`src/rtl/uart_imem_loader_if.sv`:
```
// Byte stream in from the UART receiver, word writes out to the instruction memory.
interface uart_imem_loader_if #(
  parameter int unsigned ADDR_W = 8
);
  logic              rx_valid;
  logic [7:0]        rx_data;
  logic              rx_break;
  logic              mem_we;
  logic [ADDR_W-1:0] mem_addr;
  logic [31:0]       mem_wdata;

  modport master (
    output rx_valid, rx_data, rx_break,
    input  mem_we, mem_addr, mem_wdata
  );

  modport slave (
    input  rx_valid, rx_data, rx_break,
    output mem_we, mem_addr, mem_wdata
  );
endinterface

```
`src/rtl/uart_imem_loader.sv`:
```
// Assembles UART bytes (LSB first) into 32-bit words and writes them sequentially
// into instruction memory until a terminator word or a full memory ends the load.
module uart_imem_loader #(
  parameter int unsigned ADDR_W   = 8,
  parameter int unsigned DEPTH    = 256,
  parameter logic [31:0] END_WORD = 32'hFFFF_FFFF
) (
  input  logic              clk,
  input  logic              rst,
  uart_imem_loader_if.slave bus,
  output logic              load_active,
  output logic              write_done,
  output logic              overflow,
  output logic [ADDR_W:0]   word_count
);

  localparam int unsigned CNT_W = ADDR_W + 1;
  localparam logic [ADDR_W-1:0] LAST_ADDR = ADDR_W'(DEPTH - 1);

  typedef enum logic [1:0] {
    COLLECT = 2'd0,
    CHECK   = 2'd1,
    WRITE   = 2'd2,
    DONE    = 2'd3
  } state_t;

  state_t            state_q, state_d;
  logic              rx_prev_q;
  logic              rx_rise;
  logic [1:0]        idx_q, idx_d;
  logic [31:0]       shift_q, shift_d;
  logic [31:0]       byte_ins;
  logic [31:0]       word_q, word_d;
  logic [ADDR_W-1:0] addr_q, addr_d;
  logic [CNT_W-1:0]  count_q, count_d;
  logic              we_q, we_d;
  logic              done_q, done_d;
  logic              ovf_q, ovf_d;
  logic              active_q, active_d;

  // Only a low-to-high transition of rx_valid carries a new byte.
  assign rx_rise = bus.rx_valid & ~rx_prev_q;

  // State register
  always_ff @(posedge clk or posedge rst) begin
    if (rst) begin
      state_q <= COLLECT;
    end else begin
      state_q <= state_d;
    end
  end

  // Next-state logic
  always_comb begin
    state_d = state_q;
    unique case (state_q)
      COLLECT: begin
        if (!bus.rx_break && rx_rise && (idx_q == 2'd3)) begin
          state_d = CHECK;
        end
      end
      CHECK:   state_d = (word_q == END_WORD) ? DONE : WRITE;
      WRITE:   state_d = (addr_q == LAST_ADDR) ? DONE : COLLECT;
      DONE:    state_d = DONE;
      default: state_d = COLLECT;
    endcase
  end

  // Datapath and output next values
  always_comb begin
    idx_d    = idx_q;
    shift_d  = shift_q;
    word_d   = word_q;
    addr_d   = addr_q;
    count_d  = count_q;
    we_d     = 1'b0;
    done_d   = done_q;
    ovf_d    = ovf_q;
    byte_ins = shift_q;
    byte_ins[{idx_q, 3'b000} +: 8] = bus.rx_data;

    unique case (state_q)
      COLLECT: begin
        if (bus.rx_break) begin
          idx_d   = 2'd0;
          shift_d = 32'd0;
        end else if (rx_rise) begin
          if (idx_q == 2'd3) begin
            word_d  = byte_ins;
            shift_d = 32'd0;
            idx_d   = 2'd0;
          end else begin
            shift_d = byte_ins;
            idx_d   = idx_q + 2'd1;
          end
        end
      end
      CHECK: begin
        if (rx_rise) begin
          shift_d = byte_ins;
          idx_d   = idx_q + 2'd1;
        end
        if (word_q == END_WORD) begin
          done_d = 1'b1;
        end else begin
          we_d = 1'b1;
        end
      end
      WRITE: begin
        if (rx_rise) begin
          shift_d = byte_ins;
          idx_d   = idx_q + 2'd1;
        end
        count_d = count_q + CNT_W'(1);
        // The address holds at the last slot so it can never wrap back over written words.
        if (addr_q == LAST_ADDR) begin
          ovf_d  = 1'b1;
          done_d = 1'b1;
        end else begin
          addr_d = addr_q + ADDR_W'(1);
        end
      end
      DONE: begin
      end
      default: begin
      end
    endcase

    active_d = ~done_d;
  end

  // Datapath registers
  always_ff @(posedge clk or posedge rst) begin
    if (rst) begin
      rx_prev_q <= 1'b0;
      idx_q     <= 2'd0;
      shift_q   <= 32'd0;
      word_q    <= 32'd0;
      addr_q    <= '0;
      count_q   <= '0;
      we_q      <= 1'b0;
      done_q    <= 1'b0;
      ovf_q     <= 1'b0;
      active_q  <= 1'b1;
    end else begin
      rx_prev_q <= bus.rx_valid;
      idx_q     <= idx_d;
      shift_q   <= shift_d;
      word_q    <= word_d;
      addr_q    <= addr_d;
      count_q   <= count_d;
      we_q      <= we_d;
      done_q    <= done_d;
      ovf_q     <= ovf_d;
      active_q  <= active_d;
    end
  end

  assign bus.mem_we    = we_q;
  assign bus.mem_addr  = addr_q;
  assign bus.mem_wdata = word_q;
  assign load_active   = active_q;
  assign write_done    = done_q;
  assign overflow      = ovf_q;
  assign word_count    = count_q;

endmodule

```
`src/flat_wrapper.sv`:
```
// flat-port wrapper written by rule: the top's interface ports become plain ports
module uart_imem_loader_flat 
#(
  parameter int unsigned ADDR_W   = 8,
  parameter int unsigned DEPTH    = 256,
  parameter logic [31:0] END_WORD = 32'hFFFF_FFFF
)
  (clk, rst, load_active, write_done, overflow, word_count, bus_rx_valid, bus_rx_data, bus_rx_break, bus_mem_we, bus_mem_addr, bus_mem_wdata);
  uart_imem_loader_if #(.ADDR_W(ADDR_W)) bus_i ();
  input  logic clk;
  input  logic rst;
  output logic load_active;
  output logic write_done;
  output logic overflow;
  output logic [ADDR_W:0] word_count;
  input wire logic [$bits(bus_i.rx_valid)-1:0] bus_rx_valid;
  input wire logic [$bits(bus_i.rx_data)-1:0] bus_rx_data;
  input wire logic [$bits(bus_i.rx_break)-1:0] bus_rx_break;
  output wire logic [$bits(bus_i.mem_we)-1:0] bus_mem_we;
  output wire logic [$bits(bus_i.mem_addr)-1:0] bus_mem_addr;
  output wire logic [$bits(bus_i.mem_wdata)-1:0] bus_mem_wdata;
  assign bus_i.rx_valid = bus_rx_valid;
  assign bus_i.rx_data = bus_rx_data;
  assign bus_i.rx_break = bus_rx_break;
  assign bus_mem_we = bus_i.mem_we;
  assign bus_mem_addr = bus_i.mem_addr;
  assign bus_mem_wdata = bus_i.mem_wdata;
  uart_imem_loader #(.ADDR_W(ADDR_W), .DEPTH(DEPTH), .END_WORD(END_WORD)) u_core (.clk(clk), .rst(rst), .bus(bus_i), .load_active(load_active), .write_done(write_done), .overflow(overflow), .word_count(word_count));
endmodule
```
`config.mk`:
```
export PLATFORM = sky130hd
export DESIGN_NAME = uart_imem_loader_flat
export DESIGN_NICKNAME = d
export VERILOG_FILES = /design/src/rtl/uart_imem_loader_if.sv /design/src/rtl/uart_imem_loader.sv /design/src/flat_wrapper.sv
export SDC_FILE = /design/constraint.sdc
export NUM_CORES = 1
export LEC_CHECK = 0
export ABC_AREA = 0
export CORE_MARGIN = 4
export CORE_UTILIZATION = 25
export CTS_CLUSTER_DIAMETER = 120
export CTS_CLUSTER_SIZE = 24
export DETAILED_ROUTE_END_ITERATION = 12
export RECOVER_POWER = 25
export SYNTH_ARGS = -nofsm -noshare
export SYNTH_HDL_FRONTEND = slang
export SYNTH_SLANG_ARGS = --single-unit
export TNS_END_PERCENT = 30
```
`constraint.sdc`:
```
create_clock -name clk -period 3.8 [get_ports clk]
set_input_delay 0.38 -clock clk [delete_from_list [all_inputs] [get_ports clk]]
set_output_delay 0.38 -clock clk [all_outputs]
set_load 0.05 [all_outputs]
```
==> reports/results.ini <==
[logic_synthesis]
synth-main-ff-cell=dfrtp_1
synth_cells=397
synth-async-reset-ratio=1.000
synthDistinctLibCells=42
ys_warn_count=0
syn-mean-instance-area_um2=10.63
synth.net_count=422
ys_seq_elements=90
syn_area_um2=4220
yosysSeqAreaShare=0.5339
synth_edf_count=0

[clock_network]
cts_root_buffer=clkbuf_16
clockBufferDepth=2
cts_tree=done
post_cts_buffers=0
cts_buffers=9
clk_pin_slew_ns=0.07
clk_latency_ns=0.34
cts_resized=0
clock-sinks=90
ctsHoldBuffers=0
cts_max_level=3

[die]
core-area_um2=16580
start_util=0.2545
pin_count=65
fp-row-count=47
die_w_um=137.9
die-height_um=137.9
die_area_um2=19020

[pwr]
comb_power_share=0.035
leakage_nw=2.249
intPower_mw=1.473
swShare=0.2240
pwr-share-seq=0.510
p_per_area_nw_per_um2=353.7
clockPowerShare=0.454
switchingPower_mw=0.4252
vdd_ir_drop_max_mv=0.1916

[place]
gp_congestion=0.8191
portBuffers=64
dp_slack_ns=1.273
hpwl_um=7629
dp.cells=663

[critical_path]
required_ns=4.07
path_class=register to register
start_kind=register
crit_arrival_ns=2.90
end_kind=register
reg2reg_slack_ns=1.18
reg2reg_from=u_core.idx_q[0]
path_max_fanout=15
r2r_cells=5
r2r_end=u_core.shift_q[18]

[route]
wirelength_um=10590
drc_errors=0
wire_per_inst_um=15.59
vias_per_cell=4.689
drtIter0Drc=207
dr.pass1.iters=4
antenna_left=0
via_count=3184

[timing]
slew_violations=0
slew_headroom=0.3174
worst_hold_slack_ns=0.4799
setup-violations-final=0
worstMarginPinSlew_ns=1.018
fin_crit_ns=2.624
fmax_mhz=381.0
final.setup_skew_ns=0.009485
rsz0062_at_grt=false
fin_ws_ns=1.176
setup_tns_ns=0
finalHoldViolations=0
post-route-period-util=0.6906

[hold_path]
hp-start=u_core.word_count[8]
hold_path_class=register to register
min_path_cells=1
holdPathEnd=u_core.word_count[8]

[layout]
layout-drive-gt1-share=0.07407
areaGrowthSynthToFinish_pct=27.19
final_cell_mix=dfrtp_1, clkdlybuf4s50_1, nand2_1
nNetsFinal=479
stdcell_count=679
diodes=0
final_common_cell=dfrtp_1

[status]
outcome=finished clean

[grt]
grt-ovfl-total=0
grt_max_degree=65
grt_usage=0.1160
grt_pass1_vias=3147
grt_first_pass_wirelength_um=17060
antenna_found_initial=0

[job]
cap_violations=0

[worst max-delay path, cell delays in order (launching register included)]
cell and delay (ns):
dfrtp_1 0.58, inv_1 0.20, ha_1 0.47, nor4_4 0.58, nor4b_4 0.51, a22o_1 0.21
[final cells by class]
type	instances	area, um2
Fill cell	1734	11220
Sequential cell	90	2253
Multi-Input combinational cell	273	1828
Timing Repair Buffer	69	678.2
Tap cell	220	275.3
Clock buffer	12	256.5
Inverter	11	42.54
Clock inverter	4	33.78
[per-stage QoR]
step	total power, mW	utilization	cell area (um2)
4_1_cts	1.932	0.3237	5368
3_5_place_dp	1.055	0.3062	5077
3_3_place_gp	1.054	0.3062	5077
6_report	1.898	0.3237	5368
2_1_floorplan	1.024	-	4220
5_1_grt	1.983	0.3237	5368
[power groups by stage]
stage / registers [mW] / logic (mW) / clock network [mW]
finish: 0.969 / 0.0667 / 0.863
global route: 0.969 / 0.0743 / 0.940
CTS: 0.968 / 0.0690 / 0.894
detailed placement: 0.986 / 0.0684 / 0
global placement: 0.986 / 0.0671 / 0
floorplan: 0.985 / 0.0384 / 0
[flip-flops by register name, summed over array words and instances (netlist names), named ones only]
name,flops
u_core.bus.mem_wdata,32
u_core.rx_prev_q,1
u_core.word_count,9
u_core.shift_q,32
u_core.bus.mem_addr,8
u_core.idx_q,2
u_core.state_q,2
u_core.overflow,1
u_core.load_active,1
u_core.bus.mem_we,1
[cell usage after synthesis, types with 2 or more instances]
master	number	area, um2
dfrtp_1	89	2227
nand2_1	44	165.2
o21ai_0	39	195.2
nor2b_1	35	219.0
a22o_1	20	175.2
a21oi_1	16	80.08
a31oi_1	15	93.84
nand4_1	14	87.58
ha_1	13	162.7
clkbuf_1	11	41.29
inv_1	11	41.29
nor2_1	10	37.54
a32o_1	8	80.08
o31ai_1	7	52.55
xnor2_1	7	61.31
buf_2	6	30.03
xor2_1	6	52.55
buf_1	5	18.77
o211ai_1	5	37.54
mux2_2	3	33.78
nand3_1	3	15.01
nor4_1	3	18.77
nor4_4	3	63.81
o21ai_1	3	15.01
a41oi_1	2	17.52
nor4b_4	2	47.55
o21a_1	2	15.01
[layer usage]
metal	track usage	up-vias	share of wire
li1	-	1551	-
met1	0.1501	1558	0.46
met2	0.1884	66	0.49
met3	0.03120	9	0.045
met4	0.03842	0	0.014
met5	0	-	0
[cells by family (layout without fill, tap and decap cells)]
logic type | after synthesis | in the layout | share of synthesized area
simple gates | 124 | 124 | 0.1737
compound gates | 120 | 120 | 0.1859
flops | 90 | 90 | 0.5339
buf+inv | 34 | 96 | 0.03291
fa+ha+maj | 13 | 13 | 0.03854
xor+xnor | 13 | 13 | 0.02698
mux | 3 | 3 | 0.008004
[worst max path at each step]
stage	to	cells past startpoint	slack, ns	startpoint
4_1_cts	u_core.shift_q[19]	5	1.21	u_core.idx_q[0]
5_1_grt	u_core.shift_q[19]	6	1.01	u_core.idx_q[0]
3_3_place_gp	u_core.shift_q[23]	5	1.41	u_core.idx_q[0]
6_report	u_core.shift_q[18]	5	1.18	u_core.idx_q[0]
3_5_place_dp	u_core.shift_q[19]	5	1.27	u_core.idx_q[0]
2_1_floorplan	asynchronous set/reset pin	1	1.09	rst
Power figures use the tool's default switching activity.
